$ cat config.mk
export PLATFORM = sky130hd
export DESIGN_NAME = oled_spi_cmd_tx
export DESIGN_NICKNAME = d
export VERILOG_FILES = /design/src/rtl/oled_spi_cmd_tx_pkg.sv /design/src/rtl/oled_spi_cmd_tx_shifter.sv /design/src/rtl/oled_spi_cmd_tx.sv
export SDC_FILE = /design/constraint.sdc
export NUM_CORES = 1
export LEC_CHECK = 0
export BUFFER_PORTS_ARGS = -buffer_cell sky130_fd_sc_hd__buf_2
export CORE_ASPECT_RATIO = 0.7
export CORE_UTILIZATION = 55
export CTS_CLUSTER_SIZE = 40
export DETAILED_ROUTE_END_ITERATION = 16
export GPL_ROUTABILITY_DRIVEN = 0
export GPL_TIMING_DRIVEN = 1
export HOLD_SLACK_MARGIN = 0.15
export PLACE_DENSITY = 0.75
export SYNTH_ARGS = -nofsm -noshare
export SYNTH_HDL_FRONTEND = slang
export SYNTH_HIERARCHICAL = 1
export SYNTH_SLANG_ARGS = --single-unit
$ cat constraint.sdc
create_clock -name i_clk -period 3.2 [get_ports i_clk]
set_input_delay 0.16 -clock i_clk [delete_from_list [all_inputs] [get_ports i_clk]]
set_output_delay 0.16 -clock i_clk [all_outputs]
set_load 0.02 [all_outputs]
$ cat src/rtl/oled_spi_cmd_tx_pkg.sv
// Shared types and constants for the OLED SPI command serialiser.
package oled_spi_cmd_tx_pkg;

  // Frame sequencer states.
  typedef enum logic [2:0] {
    ST_IDLE  = 3'd0,
    ST_SETUP = 3'd1,
    ST_LOAD  = 3'd2,
    ST_SHIFT = 3'd3,
    ST_NEXT  = 3'd4,
    ST_HOLD  = 3'd5,
    ST_DONE  = 3'd6
  } state_t;

  localparam logic SPI_IDLE_SCLK = 1'b1;
  localparam logic DC_CMD        = 1'b0;
  localparam logic DC_DATA       = 1'b1;

  // CS setup/hold timer width; supports CS_SETUP/CS_HOLD up to 255.
  localparam int TMR_W = 8;

  // Frame sequencer registers, grouped so the whole FSM context can be probed at once.
  typedef struct packed {
    state_t           state;
    logic [TMR_W-1:0] tmr;
    logic [3:0]       byte_cnt;
    logic             last;
    logic             forced;
  } frame_t;

  localparam frame_t FRAME_RST = '{
    state:    ST_IDLE,
    tmr:      '0,
    byte_cnt: '0,
    last:     1'b0,
    forced:   1'b0
  };

  // Terminal value of a count that must last 'cycles' clock cycles.
  function automatic logic [TMR_W-1:0] tmr_last(input int unsigned cycles);
    return TMR_W'(cycles - 1);
  endfunction

endpackage

$ cat src/rtl/oled_spi_cmd_tx_shifter.sv
// One-byte SPI mode 3 shifter: MSB first, data changes with the SCLK fall,
// panel samples on the rise. SCLK rests high whenever no byte is in flight.
module oled_spi_cmd_tx_shifter
  import oled_spi_cmd_tx_pkg::*;
#(
  parameter int unsigned CLK_DIV = 5
) (
  input  logic       i_clk,
  input  logic       i_reset,
  input  logic       i_load,
  input  logic [7:0] i_data,
  output logic       o_sclk,
  output logic       o_mosi,
  output logic       o_byte_done
);

  localparam int HALF_W = $clog2(CLK_DIV + 1);
  localparam logic [HALF_W-1:0] HALF_END = HALF_W'(CLK_DIV - 1);

  // mosi_q carries the bit on the wire; shreg_q holds the bits still to send.
  logic [6:0]        shreg_q, shreg_d;
  logic              mosi_q, mosi_d;
  logic              sclk_q, sclk_d;
  logic [HALF_W-1:0] half_q, half_d;
  logic [2:0]        bit_q, bit_d;
  logic              active_q, active_d;
  logic              half_end;

  assign half_end    = (half_q == HALF_END);
  // Last cycle of bit 0's high half: the byte is fully on the wire.
  assign o_byte_done = active_q & sclk_q & half_end & (bit_q == 3'd7);
  assign o_sclk      = sclk_q;
  assign o_mosi      = mosi_q;

  // Next-state: load falls SCLK with MSB; each half-period end toggles SCLK, each fall shifts.
  always_comb begin
    shreg_d  = shreg_q;
    mosi_d   = mosi_q;
    sclk_d   = sclk_q;
    half_d   = half_q;
    bit_d    = bit_q;
    active_d = active_q;
    if (i_load) begin
      shreg_d  = i_data[6:0];
      mosi_d   = i_data[7];
      sclk_d   = 1'b0;
      half_d   = '0;
      bit_d    = '0;
      active_d = 1'b1;
    end else if (active_q) begin
      if (!half_end) begin
        half_d = half_q + HALF_W'(1);
      end else begin
        half_d = '0;
        if (!sclk_q) begin
          sclk_d = 1'b1;
        end else if (bit_q == 3'd7) begin
          active_d = 1'b0;
        end else begin
          sclk_d  = 1'b0;
          mosi_d  = shreg_q[6];
          shreg_d = {shreg_q[5:0], 1'b0};
          bit_d   = bit_q + 3'd1;
        end
      end
    end
  end

  // Shifter registers; reset parks SCLK at its idle level.
  always_ff @(posedge i_clk) begin
    if (i_reset) begin
      shreg_q  <= '0;
      mosi_q   <= 1'b0;
      sclk_q   <= SPI_IDLE_SCLK;
      half_q   <= '0;
      bit_q    <= '0;
      active_q <= 1'b0;
    end else begin
      shreg_q  <= shreg_d;
      mosi_q   <= mosi_d;
      sclk_q   <= sclk_d;
      half_q   <= half_d;
      bit_q    <= bit_d;
      active_q <= active_d;
    end
  end

endmodule

$ cat src/rtl/oled_spi_cmd_tx.sv
// Frame sequencer for the SSD1331 command path: frames a byte stream from the
// command buffer in CS, fixes D/C for the frame and paces the buffer.
module oled_spi_cmd_tx
  import oled_spi_cmd_tx_pkg::*;
#(
  parameter int unsigned CLK_DIV   = 5,
  parameter int unsigned CS_SETUP  = 2,
  parameter int unsigned CS_HOLD   = 2,
  parameter int unsigned MAX_BYTES = 15
) (
  input  logic       i_clk,
  input  logic       i_reset,
  input  logic       i_start,
  input  logic       i_dc,
  input  logic [7:0] i_byte,
  input  logic       i_last_byte,
  output logic       o_next_byte,
  output logic       o_busy,
  output logic       o_done,
  output logic       o_overrun,
  output logic       o_sclk,
  output logic       o_mosi,
  output logic       o_cs_n,
  output logic       o_dc
);

  // Buffer handshake: i_byte/i_last_byte are treated as always valid and are
  // sampled only in LOAD. o_next_byte is the single-cycle "consumed" strobe;
  // the buffer advances on the edge ending that cycle, so the next LOAD sees
  // the new byte. It is never raised for the byte that closes the frame.

  frame_t fr_q, fr_d;
  logic   cs_n_q, cs_n_d;
  logic   busy_q, busy_d;
  logic   dc_q, dc_d;
  logic   next_q, next_d;
  logic   done_q, done_d;
  logic   ovr_q, ovr_d;
  logic   load;
  logic   byte_done;
  logic   at_limit;

  assign at_limit = (fr_q.byte_cnt == 4'(MAX_BYTES - 1));

  oled_spi_cmd_tx_shifter #(
    .CLK_DIV(CLK_DIV)
  ) u_shifter (
    .i_clk      (i_clk),
    .i_reset    (i_reset),
    .i_load     (load),
    .i_data     (i_byte),
    .o_sclk     (o_sclk),
    .o_mosi     (o_mosi),
    .o_byte_done(byte_done)
  );

  // Next-state and registered-output values for the frame sequencer.
  always_comb begin
    fr_d   = fr_q;
    cs_n_d = cs_n_q;
    busy_d = busy_q;
    dc_d   = dc_q;
    next_d = 1'b0;
    done_d = 1'b0;
    ovr_d  = 1'b0;
    load   = 1'b0;
    unique case (fr_q.state)
      ST_IDLE: begin
        if (i_start) begin
          dc_d          = i_dc;
          cs_n_d        = 1'b0;
          busy_d        = 1'b1;
          fr_d.byte_cnt = '0;
          fr_d.tmr      = '0;
          fr_d.last     = 1'b0;
          fr_d.forced   = 1'b0;
          fr_d.state    = ST_SETUP;
        end
      end
      ST_SETUP: begin
        if (fr_q.tmr == tmr_last(CS_SETUP)) fr_d.state = ST_LOAD;
        else                                fr_d.tmr   = fr_q.tmr + TMR_W'(1);
      end
      ST_LOAD: begin
        load          = 1'b1;
        fr_d.last     = i_last_byte | at_limit;
        // Overrun only when the limit, not the buffer, ended the frame.
        fr_d.forced   = ~i_last_byte & at_limit;
        fr_d.byte_cnt = fr_q.byte_cnt + 4'd1;
        fr_d.state    = ST_SHIFT;
      end
      ST_SHIFT: begin
        if (byte_done) begin
          if (fr_q.last) begin
            fr_d.tmr   = '0;
            fr_d.state = ST_HOLD;
          end else begin
            next_d     = 1'b1;
            fr_d.state = ST_NEXT;
          end
        end
      end
      ST_NEXT: begin
        fr_d.state = ST_LOAD;
      end
      ST_HOLD: begin
        if (fr_q.tmr == tmr_last(CS_HOLD)) begin
          cs_n_d     = 1'b1;
          done_d     = 1'b1;
          ovr_d      = fr_q.forced;
          fr_d.state = ST_DONE;
        end else begin
          fr_d.tmr = fr_q.tmr + TMR_W'(1);
        end
      end
      ST_DONE: begin
        busy_d     = 1'b0;
        fr_d.state = ST_IDLE;
      end
      default: begin
        fr_d = FRAME_RST;
      end
    endcase
  end

  // Sequencer state and registered outputs; reset aborts any frame silently.
  always_ff @(posedge i_clk) begin
    if (i_reset) begin
      fr_q   <= FRAME_RST;
      cs_n_q <= 1'b1;
      busy_q <= 1'b0;
      dc_q   <= DC_CMD;
      next_q <= 1'b0;
      done_q <= 1'b0;
      ovr_q  <= 1'b0;
    end else begin
      fr_q   <= fr_d;
      cs_n_q <= cs_n_d;
      busy_q <= busy_d;
      dc_q   <= dc_d;
      next_q <= next_d;
      done_q <= done_d;
      ovr_q  <= ovr_d;
    end
  end

  assign o_cs_n      = cs_n_q;
  assign o_busy      = busy_q;
  assign o_dc        = dc_q;
  assign o_next_byte = next_q;
  assign o_done      = done_q;
  assign o_overrun   = ovr_q;

endmodule

# After elaboration in Yosys (flattened, before gate mapping)
# Index checks and enable logic that the tools add are counted.
# classes
mux	39
bitwise_logic	13
n_addsub	4
n_eq_ne	17
n_reduce_logical	22
# op_table
op	count
$mux 7	5
$pmux 8 s4	1
$mux 1	22
$pmux 3 s6	1
$pmux 6 s3	1
$mux 17	1
$mux 8	2
$eq 3x3->1 const B	5
$ne 2x2->1 const B	7
$reduce_and 4->1	3
$mux 11	1
$reduce_bool 2->1	5
$mux 3	3
$reduce_or 3->1	3
$add 8x1->8 const B	1
$eq 8x1->1 const B	1
$not 1->1	8
$reduce_and 2->1	4
$add 3x1->3 const B	2
$eq 3x2->1 const B	2
$reduce_or 2->1	3
$reduce_and 5->1	1
$reduce_or 5->1	1
$add 4x1->4 const B	1
other kinds (7)	11
# totals
ff_bits	39
elab_cells	112
out_inout_bits	8
inputBits	13

# Depth between registers and ports, before layout
# Gate-level depths: netlist of run 1.
# logic_depth
depth_word	6
mapped_depth	9
ltp_nobuf	8

# Modules after synthesis
# Netlist of run 1, hierarchy kept.
# by_module_without_submodules
module	cells_each	n_inst	seq_area_each_um2	area_per_inst_um2
oled_spi_cmd_tx	132	1	460.4	1178.6
oled_spi_cmd_tx_shifter	91	1	320.3	834.6

# Worst setup path after synthesis of run 1
# No wires, ideal clock.
# synth_path
path_kind	flip-flop to flip-flop
startpoint	reg u_shifter.half_q[0]
endpoint	reg fr_q[6] (netlist name)
stages_incl_launch_ff	10
arrival_time_ps	2291
setup_time_ps	69
path_slack_ps	840
synth_period_minus_slack_ps	2360
required_time_ps	3131
path_buffers	1
cell_sequence	dfxtp_1 > inv_1 > ha_1 > and3_4 > buf_6 > and3_2 > a21o_1 > a311oi_2 > or4b_1 > o21ai_1
# synth_via
elab_chain_cells	5
# synth_rtl
element	line	source
start: declaration	oled_spi_cmd_tx_shifter.sv:24	logic [HALF_W-1:0] half_q, half_d;
start signal: assignment	oled_spi_cmd_tx_shifter.sv:82	half_q <= half_d;
$eq 3x3->1	oled_spi_cmd_tx_shifter.sv:29	assign half_end = (half_q == HALF_END);
$and 1x1->1 (2 in series)	oled_spi_cmd_tx_shifter.sv:31	assign o_byte_done = active_q & sclk_q & half_end & (bit_q == 3'd7);
net byte_done	oled_spi_cmd_tx.sv:40	logic byte_done;
$ne 2x2->1 (no line)	n/a	
$reduce_and 5->1 (no line)	n/a	
end signal: assignment	oled_spi_cmd_tx.sv:137	fr_q <= fr_d;
end: declaration	oled_spi_cmd_tx.sv:32	frame_t fr_q, fr_d;
# The timed path passes the listed nets, and every way through them passes these cells.
# A chain may end at the register's enable or synchronous reset.

# Worst setup path in the final report of run 1
# Same ends and word-level chain as after synthesis.

==> impl_metrics.tcl, run 1 <==
set metrics [dict create \
    status "complete, no violations" \
    synth_edf_count 0 \
    rsz0062_at_grt "false" \
    r2r_cells 9 \
    syn-cell-area_um2 2010 \
    start_util 0.607 \
    drt_iter0_markers 108 \
    critPathTopFamily "simple AND/OR/NAND/NOR gates" \
    path_cells "inv_1 -> ha_1 -> and3_4 -> and3_2 -> a21o_1 -> a311oi_2 -> buf_4 -> or4b_1 -> o21ai_1" \
    fmax_ghz 0.421 \
    nets 267 \
    drive_gt1_frac 0.163 \
    fin_crit_sh 0.742 \
    fillCellCount 275 \
    dpl.hpwl_um 2770 \
    power_frac_seq 0.457 \
    setup_tns_ns 0 \
    cts_made_buffers 5 \
    drc 0 \
    finalSetupViolCount 0 \
    ys_seq_area_frac 0.388 \
    seq_area_um2 781 \
    root_buffer "clkbuf_8" \
    grt_overflow_total 0 \
    ys.flop_type "dfxtp_1" \
    p_sw_frac 0.366 \
    stdcell_area_um2 2240 \
    syn_inst 223 \
    crit_path_end_kind "flop" \
    synth_cell_types 58 \
    cp_slowest_cell "or4b_1" \
    synthTopCellsByArea "dfxtp_1, ha_1, o21ai_0, inv_1, a221oi_2" \
    post_drt_via_cell_ratio 5.72 \
    slowest_delay_ns 0.44 \
    cts_tree "done" \
    hold_class "in2reg" \
    diodes 0 \
    required_ns 3.42 \
    whs_path_depth 3 \
    synth.top_cell.area_share 0.388 \
    crit_arrival_ns 2.59 \
    grt_max_degree 29 \
    p_sw_mw 0.518 \
    yosysMostFrequentCell "dfxtp_1" \
    clk_path_buf_depth 2 \
    row_count 17 \
    portBuffers 20 \
    p_per_area_nw_per_um2 631 \
    r2r_start "u_shifter/half_q[0]" \
    drv_cap 0 \
    core_area_um2 3320 \
    grtUsageTotal 0.233 \
    first_pass_iters 4 \
    die_w_um 74.3 \
    antenna_found_initial 0 \
    clockPowerShare 0.214 \
    syn_nets 244 \
    hold_viol_final 0 \
    pwr-share-comb 0.329 \
    path_class "reg2reg" \
    worst_pin_slew_ns 1.02 \
    area_growth_pct 11.4 \
    via_count 1671 \
    yosys_warnings 6 \
    insertion_delay_ns 0.28 \
    dieArea_um2 3910 \
    synth.largest_area_cell "dfxtp_1" \
    placed_area_um2 2090 \
    max-slew-margin-rel 0.312 \
    worstPathBufferInverterCount 2 \
    die_h_um 52.6 \
    clkTransAtPathRegs_ns 0.07 \
    cts-resized-gates 0 \
    synthArstFlopShare 0 \
    syn_area_per_cell_um2 9.03 \
    rrSetupSlack_ns 0.83 \
    synth_common_cells "dfxtp_1, inv_1, o21ai_0" \
    cts_max_level 2 \
    synth-seq-cells 39 \
    ant_nets 0 \
    io_pins 21 \
    p_int_mw 0.897 \
    routedWlPerCell_um 13.7 \
    ir_drop_v 0.000420 \
    final_util 0.676 \
    finalWirelength_um 4000 \
    cts_sinks 39 \
    multi_input_area_um2 1060 \
    grt_pass1_wl_um 6710 \
    start_kind "flop" \
    worstHoldEndpoint "u_shifter/shreg_q[6]" \
    p_leak_nw 0.874 \
    cp-startpoint "u_shifter/half_q[0]" \
    r2r_end "fr_q[6]" \
    maxSlewViolCount 0 \
    critPathMaxFanout 12 \
    period_minus_slack_ns 2.37 \
    grt_pass1_vias 1525 \
    fin_skew_ns 0.00671 \
    min_from "i_byte[6]" \
]
layout make-up:
| cell class | count | share of cell area |
|---|---|---|
| Multi-Input combinational cell | 149 | 0.471 |
| Timing Repair Buffer | 30 | 0.0870 |
| Inverter | 21 | 0.0351 |
| Sequential cell | 39 | 0.348 |
| Clock buffer | 6 | 0.0323 |
| Tap cell | 47 | 0.0262 |
layer usage:
layer	share of wire	vias to the layer above	GRT usage	wire [um]
met4	0.0070	0	0.0943	28
met2	0.45	35	0.376	1790
met3	0.042	2	0.0519	167
met5	0	-	0	0
li1	-	855	-	-
met1	0.50	779	0.302	2020
cells by family after synthesis:
group	after synthesis	share of synthesized area
mux	5	0.0249
simple gates	66	0.200
compound gates	68	0.242
xor+xnor	2	0.00870
fa+ha+maj	8	0.0497
buf+inv	35	0.0870
flops	39	0.388
worst min-delay path, stage by stage:
cell,delay [ns]
buf_2,0.09
inv_1,0.07
a221oi_2,0.07
registers in the layout, summed over array words and instances (netlist names):
signal,cells
o_cs_n,1
u_shifter/o_mosi,1
u_shifter/shreg_q,7
o_dc,1
o_done,1
u_shifter/bit_q,3
u_shifter/active_q,1
u_shifter/half_q,3
o_busy,1
o_overrun,1
fr_q,17
u_shifter/o_sclk,1
o_next_byte,1
what timing repair did:
action	in CTS	in global routing
buffers inserted	0	0
hold endpoints to repair	8	0
hold buffers	8	0
worst max-delay path by stage:
stage / end / slack (ns) / cells past startpoint
detailed placement: fr_q[6] / 0.85 / 9
finish: fr_q[6] / 0.83 / 9
CTS: fr_q[6] / 0.83 / 9
global placement: fr_q[6] / 0.91 / 9
floorplan: fr_q[6] / 0.84 / 9
global route: fr_q[6] / 0.74 / 9
stage by stage:
step	power, mW	hold slack [ns]	worst slack (ns)	cells
2_1_floorplan	1.02	0.307	0.840	223
3_3_place_gp	1.10	0.399	0.906	278
3_5_place_dp	1.11	0.412	0.850	278
4_1_cts	1.42	0.153	0.829	292
5_1_grt	1.52	0.170	0.737	292
6_report	1.42	0.162	0.825	292
power by group through the flow:
stage / combinational (mW) / sequential, mW / clock (mW)
2_1_floorplan: 0.392 / 0.632 / 0
3_3_place_gp: 0.441 / 0.657 / 0
3_5_place_dp: 0.455 / 0.658 / 0
4_1_cts: 0.463 / 0.647 / 0.310
5_1_grt: 0.523 / 0.661 / 0.335
6_report: 0.465 / 0.647 / 0.303
cell usage in the layout (no fill, tap or decap), types with 2 or more instances in the layout:
| cell | instances |
|---|---|
| o31a_1 | 2 |
| buf_4 | 2 |
| clkbuf_8 | 5 |
| and2_1 | 2 |
| nand3_1 | 9 |
| nor2_1 | 12 |
| nor3b_1 | 3 |
| and4_1 | 2 |
| and3_1 | 3 |
| a31oi_1 | 9 |
| o31ai_1 | 2 |
| o21ai_0 | 18 |
| mux2i_1 | 5 |
| nand2_1 | 8 |
| dfxtp_1 | 39 |
| dlygate4sd3_1 | 8 |
| a21boi_0 | 3 |
| o21a_1 | 3 |
| ha_1 | 8 |
| a21o_1 | 2 |
| buf_2 | 20 |
| nor2b_1 | 2 |
| a21oi_1 | 9 |
| nand2b_1 | 4 |
| nor4_1 | 2 |
| a221oi_1 | 2 |
| or3_1 | 5 |
| xnor2_1 | 2 |
| a221oi_2 | 5 |
| inv_1 | 21 |
No activity file was read; power rests on OpenSTA's default activity.
==> run 2, diff against run 1 <==
--- a/config.mk
+++ b/config.mk
@@ -5,9 +5,10 @@
 export SDC_FILE = /design/constraint.sdc
 export NUM_CORES = 1
 export LEC_CHECK = 0
+export ABC_AREA = 1
 export BUFFER_PORTS_ARGS = -buffer_cell sky130_fd_sc_hd__buf_2
 export CORE_ASPECT_RATIO = 0.7
-export CORE_UTILIZATION = 55
+export CORE_UTILIZATION = 52
 export CTS_CLUSTER_SIZE = 40
 export DETAILED_ROUTE_END_ITERATION = 16
 export GPL_ROUTABILITY_DRIVEN = 0
==> constraint.sdc (replaced) <==
create_clock -name i_clk -period 2 [get_ports i_clk]
set_input_delay 0.1 -clock i_clk [delete_from_list [all_inputs] [get_ports i_clk]]
set_output_delay 0.1 -clock i_clk [all_outputs]
set_load 0.02 [all_outputs]
==> impl_metrics.tcl, run 2 <==
set metrics [dict create \
    drive_gt1_frac 0.163 \
    finalSetupViolCount 0 \
    setup_tns_ns 0 \
    final_common_cell "nand2_1" \
    hold_viol_final 0 \
    first_pass_iters 4 \
    crit_path_end_kind "flop" \
    r2r_cells 8 \
    critPathTopFamily "flip-flops" \
    post_cts_buffers 0 \
    row_count 18 \
    cts_tree "done" \
    via_count 1821 \
    nets 326 \
    cts_sinks 39 \
    hold_class "in2reg" \
    syn_area_per_cell_um2 7.13 \
    critPathMaxFanout 19 \
    ys.flop_type "dfxtp_1" \
    yosysMostFrequentCell "nand2_1" \
    ant_nets 0 \
    synth_edf_count 0 \
    clkTransAtPathRegs_ns 0.08 \
    cp-startpoint "fr_q[15]" \
    worstPathBufferInverterCount 3 \
    root_buffer "clkbuf_8" \
    grt_overflow_total 0 \
    synth-seq-cells 39 \
    finalWirelength_um 3910 \
    area_growth_pct 13.0 \
    fmax_ghz 0.607 \
    synthTopCellsByArea "dfxtp_1, nand2_1, a21oi_1, nand3_1, ha_1" \
    crit_arrival_ns 1.87 \
    status "complete, no violations" \
    insertion_delay_ns 0.29 \
    cpMostUsedCell "inv_1" \
    start_util 0.554 \
    fin_crit_sh 0.824 \
    die_h_um 53.8 \
    r2r_end "u_shifter/o_mosi" \
    path_cells "inv_1 -> nor2_1 -> nand2_1 -> inv_1 -> inv_2 -> o21ai_2 -> nand3_1 -> a21oi_1" \
    start_kind "flop" \
    synth_cell_types 33 \
    max-slew-margin-rel 0.689 \
    dpl.hpwl_um 2770 \
    reg_top3 "fr_q (17), u_shifter/shreg_q (7)" \
    diodes 0 \
    p_leak_nw 0.954 \
    grtUsageTotal 0.206 \
    synth_common_cells "nand2_1, dfxtp_1, a21oi_1, nand3_1, inv_1" \
    required_ns 2.22 \
    cts_made_buffers 5 \
    cts-resized-gates 0 \
    drv_cap 0 \
    cts_max_level 2 \
    period_minus_slack_ns 1.65 \
    yosys_warnings 6 \
    fin_skew_ns 0.00590 \
    slowest_delay_ns 0.48 \
    final_cell_mix "nand2_1, dfxtp_1, nand3_1, a21oi_1, inv_1" \
    synth.top_cell.area_share 0.391 \
    grt_max_degree 25 \
    post_drt_via_cell_ratio 5.12 \
    clk_path_buf_depth 2 \
    antenna_found_initial 0 \
    p_per_area_nw_per_um2 1140 \
    ys_seq_area_frac 0.391 \
    drt_iter0_markers 65 \
    cp-endpoint "u_shifter/o_mosi" \
    worst_pin_slew_ns 0.467 \
    rrSetupSlack_ns 0.35 \
    routedWlPerCell_um 11.0 \
    maxSlewViolCount 0 \
    stdcell_area_um2 2250 \
    largest_register "fr_q" \
    r2r_start "fr_q[15]" \
    rsz0062_at_grt "false" \
    placed_area_um2 2140 \
    synth.largest_area_cell "dfxtp_1" \
    cp_slowest_cell "dfxtp_1" \
    die_w_um 76.0 \
    drc 0 \
    core_area_um2 3600 \
    io_pins 21 \
    synthArstFlopShare 0 \
    grt_pass1_wl_um 6580 \
    path_class "reg2reg" \
    largest_reg_flops 17 \
    syn_nets 301 \
    grt_pass1_vias 1536 \
    postCtsHoldBufs 3 \
    ir_drop_v 0.000765 \
    dieArea_um2 4090 \
    syn-cell-area_um2 2000 \
    portBuffers 20 \
    syn_inst 280 \
    crit_cells 8 \
]
## run 2: how the worst min path moves through the flow
| stage | from | endpoint | slack [ns] | cells after the start |
|---|---|---|---|---|
| after global placement | i_byte[0] | u_shifter/shreg_q[0] | 0.35 | 3 |
| after CTS | i_byte[4] | u_shifter/shreg_q[4] | 0.16 | 5 |
| after floorplan | i_byte[0] | u_shifter/shreg_q[0] | 0.25 | 2 |
| after global routing | i_byte[4] | u_shifter/shreg_q[4] | 0.17 | 5 |
| final | i_byte[4] | u_shifter/shreg_q[4] | 0.16 | 5 |
| after detailed placement | i_byte[0] | u_shifter/shreg_q[0] | 0.37 | 3 |
## run 2: kinds of logic (layout without fill, tap and decap cells)
| kind of cell | count (synthesis) | count (layout) | share of synthesized area |
|---|---|---|---|
| AOI/OAI and AO/OA | 51 | 51 | 0.139 |
| xor gates and xnor gates | 1 | 1 | 0.00439 |
| adders and majority gates | 8 | 8 | 0.0502 |
| buffers and inverters | 38 | 64 | 0.0771 |
| DFF | 39 | 39 | 0.391 |
| and+or+nand+nor | 143 | 143 | 0.338 |
## run 2: worst register-to-register path: cells and delay by family, from the launching register on
kind | cells | cell delay [ns]
and+or+nand+nor | 3 | 0.42
buffers and inverters | 3 | 0.35
AOI/OAI and AO/OA | 2 | 0.32
DFF | 1 | 0.48
## run 2: power breakdown
group | internal [mW] | total, mW | switching, mW
clock network | 0.243 | 0.524 | 0.281
logic | 0.336 | 1.02 | 0.686
registers | 0.890 | 1.01 | 0.124
## run 2: layer usage
metal,GRT usage,routed length (um),share of wire
met5,0,0,0
met4,0.0481,14,0.0036
met3,0.0559,169,0.043
met2,0.364,1750,0.45
met1,0.258,1980,0.51
## run 2: through the flow
step                instances  utilization  hold WS (ns)  power [mW]  setup slack [ns]
floorplan                 280            -         0.248        1.81             0.535
global placement          345        0.593         0.352        2.03             0.466
detailed placement        345        0.593         0.368        2.04             0.393
CTS                       356        0.626         0.160        2.57             0.369
global route              356        0.626         0.171        2.76             0.202
finish                    356        0.626         0.161        2.56             0.352
## run 2: area by class of cell
class | count | area (um^2)
clock inverters | 3 | 20.0
repair buffers | 25 | 145
fillers | 328 | 1350
multi-input cells | 203 | 1060
inverters | 31 | 116
clock buffers | 5 | 68.8
well taps | 50 | 62.6
flip-flops and latches | 39 | 781
==> run 3, diff against run 2 <==
--- a/config.mk
+++ b/config.mk
@@ -5,7 +5,7 @@
 export SDC_FILE = /design/constraint.sdc
 export NUM_CORES = 1
 export LEC_CHECK = 0
-export ABC_AREA = 1
+export ABC_AREA = 0
 export BUFFER_PORTS_ARGS = -buffer_cell sky130_fd_sc_hd__buf_2
 export CORE_ASPECT_RATIO = 0.7
 export CORE_UTILIZATION = 52
==> constraint.sdc (replaced) <==
create_clock -name i_clk -period 1.4 [get_ports i_clk]
set_input_delay 0.07 -clock i_clk [delete_from_list [all_inputs] [get_ports i_clk]]
set_output_delay 0.07 -clock i_clk [all_outputs]
set_load 0.02 [all_outputs]
==> impl_metrics.tcl, run 3 (synthesized netlist as in run 1, its figures left out) <==
set metrics [dict create \
    status "complete, but fails checks" \
    violations "negative setup slack" \
    cts_max_level 2 \
    r2r_start "u_shifter/half_q[1]" \
    portBuffers 20 \
    drc 0 \
    io_pins 21 \
    total_power_mw 4.36 \
    max-slew-margin-rel 0.761 \
    drive_gt1_frac 0.465 \
    worst_pin_slew_ns 0.358 \
    cts_sinks 39 \
    insertion_delay_ns 0.31 \
    largest_register "fr_q" \
    largest_reg_flops 17 \
    rrSetupSlack_ns -0.52 \
    p_sw_mw 1.71 \
    pwr-share-comb 0.485 \
    fin_ws_ns -0.521 \
    start_kind "flop" \
    drt_iter0_markers 169 \
    diodes 0 \
    p_sw_frac 0.392 \
    ant_nets 0 \
    fin_crit_sh 1.37 \
    whs_path_depth 3 \
    multi_input_area_um2 1330 \
    core_area_um2 3600 \
    first_pass_iters 4 \
    antenna_found_initial 0 \
    ir_drop_v 0.000835 \
    required_ns 1.64 \
    crit_path_end_kind "flop" \
    drv_cap 0 \
    routedWlPerCell_um 18.7 \
    grt_max_degree 20 \
    nets 321 \
    fin_skew_ns 0.0123 \
    finalSetupViolCount 31 \
    grtUsageTotal 0.284 \
    die_h_um 54.1 \
    r2r_end "fr_q[6]" \
    grt_pass1_vias 1798 \
    worstHoldEndpoint "u_shifter/shreg_q[0]" \
    critPathMaxFanout 3 \
    path_class "reg2reg" \
    p_leak_nw 1.19 \
    power_frac_seq 0.334 \
    period_minus_slack_ns 1.92 \
    hold_viol_final 0 \
    p_per_area_nw_per_um2 1470 \
    hold_class "in2reg" \
    via_count 2070 \
    final_cell_mix "buf_4, dfxtp_1, buf_2" \
    cts_tree "done" \
    finalWirelength_um 6560 \
    grt_overflow_total 0 \
    r2r_cells 8 \
    fillCellCount 198 \
    final_common_cell "buf_4" \
    die_w_um 76.4 \
    root_buffer "clkbuf_8" \
    crit_arrival_ns 2.17 \
    clk_path_buf_depth 2 \
    clkTransAtPathRegs_ns 0.09 \
    clockPowerShare 0.180 \
    rsz0062_at_grt "true" \
    area_growth_pct 47.7 \
    maxSlewViolCount 0 \
    fmax_ghz 0.521 \
    p_int_mw 2.65 \
    cts_made_buffers 5 \
    dpl.hpwl_um 3390 \
    final_util 0.825 \
    row_count 18 \
    post_drt_via_cell_ratio 5.90 \
    reg_top3 "fr_q (17), u_shifter/shreg_q (7)" \
    min_from "i_reset" \
    seq_area_um2 793 \
    grt_pass1_wl_um 8820 \
    start_util 0.559 \
    dieArea_um2 4130 \
]
[run 3: cell count changes in the layout (fill, tap and decap cells not counted), sizes merged, moves of 9 or more]
cell and delta:
nand3 -25, nor2 -14, inv -10, a31oi +9
buf +51, nand2 -62, a21oi -23
[run 3: worst max path at each step]
stage / startpoint / to / slack (ns) / depth (start not counted)
detailed placement: u_shifter/bit_q[0] / fr_q[6] / -0.47 / 7
floorplan: u_shifter/half_q[0] / fr_q[6] / -0.68 / 9
CTS: u_shifter/half_q[1] / fr_q[6] / -0.46 / 8
global route: u_shifter/half_q[0] / fr_q[6] / -0.58 / 8
global placement: u_shifter/half_q[1] / fr_q[6] / -0.43 / 8
finish: u_shifter/half_q[1] / fr_q[6] / -0.52 / 8
[run 3: power by group through the flow]
stage               logic, mW  clock network [mW]  registers (mW)
CTS                      1.89               0.780            1.43
detailed placement       1.62                   0            1.43
floorplan                1.00                   0            1.46
global placement         1.57                   0            1.43
finish                   2.12               0.786            1.46
global route             2.24               0.832            1.47
[run 3: area by class of cell]
type                    instances  area share
multi-input cells             149       0.446
well taps                      50      0.0210
inverters                      21      0.0265
repair buffers                 84       0.211
clock buffers                   6      0.0244
clock inverters                 2     0.00421
flip-flops and latches         39       0.267
[run 3: what timing repair did]
action,in CTS,in global routing
setup buffers,5,4
setup endpoints to repair,33,37
gates resized for setup,43,17
endpoints found under the hold margin,11,0
gates cloned,0,1
pin swaps,19,12
hold buffers,10,0
[run 3: critical path, stage by stage (launching register included)]
cell      delay, ns
dfxtp_2        0.34
inv_2          0.04
ha_4           0.15
and3_4         0.16
and3_4         0.18
a21o_1         0.18
a311oi_4       0.24
or4b_1         0.48
o21ai_1        0.09
[run 3: routing by layer]
metal / vias up / track usage / routed length [um]
met2: 94 / 0.492 / 3180
met4: 0 / 0.135 / 233
met1: 990 / 0.352 / 2750
met5: - / 0 / 0
met3: 30 / 0.0542 / 393
li1: 956 / - / -
[run 3: per-stage QoR]
step                      TNS (ns)  worst slack (ns)  cells  instance area (um^2)  hold slack (ns)
after floorplan              -3.90            -0.676    223                  2090            0.217
after global placement       -5.88            -0.428    326                  2500            0.307
after detailed placement     -6.74            -0.472    326                  2500            0.323
after CTS                    -5.47            -0.459    348                  2900            0.164
after global routing         -9.39            -0.577    351                  2970            0.189
final                        -7.49            -0.521    351                  2970            0.173
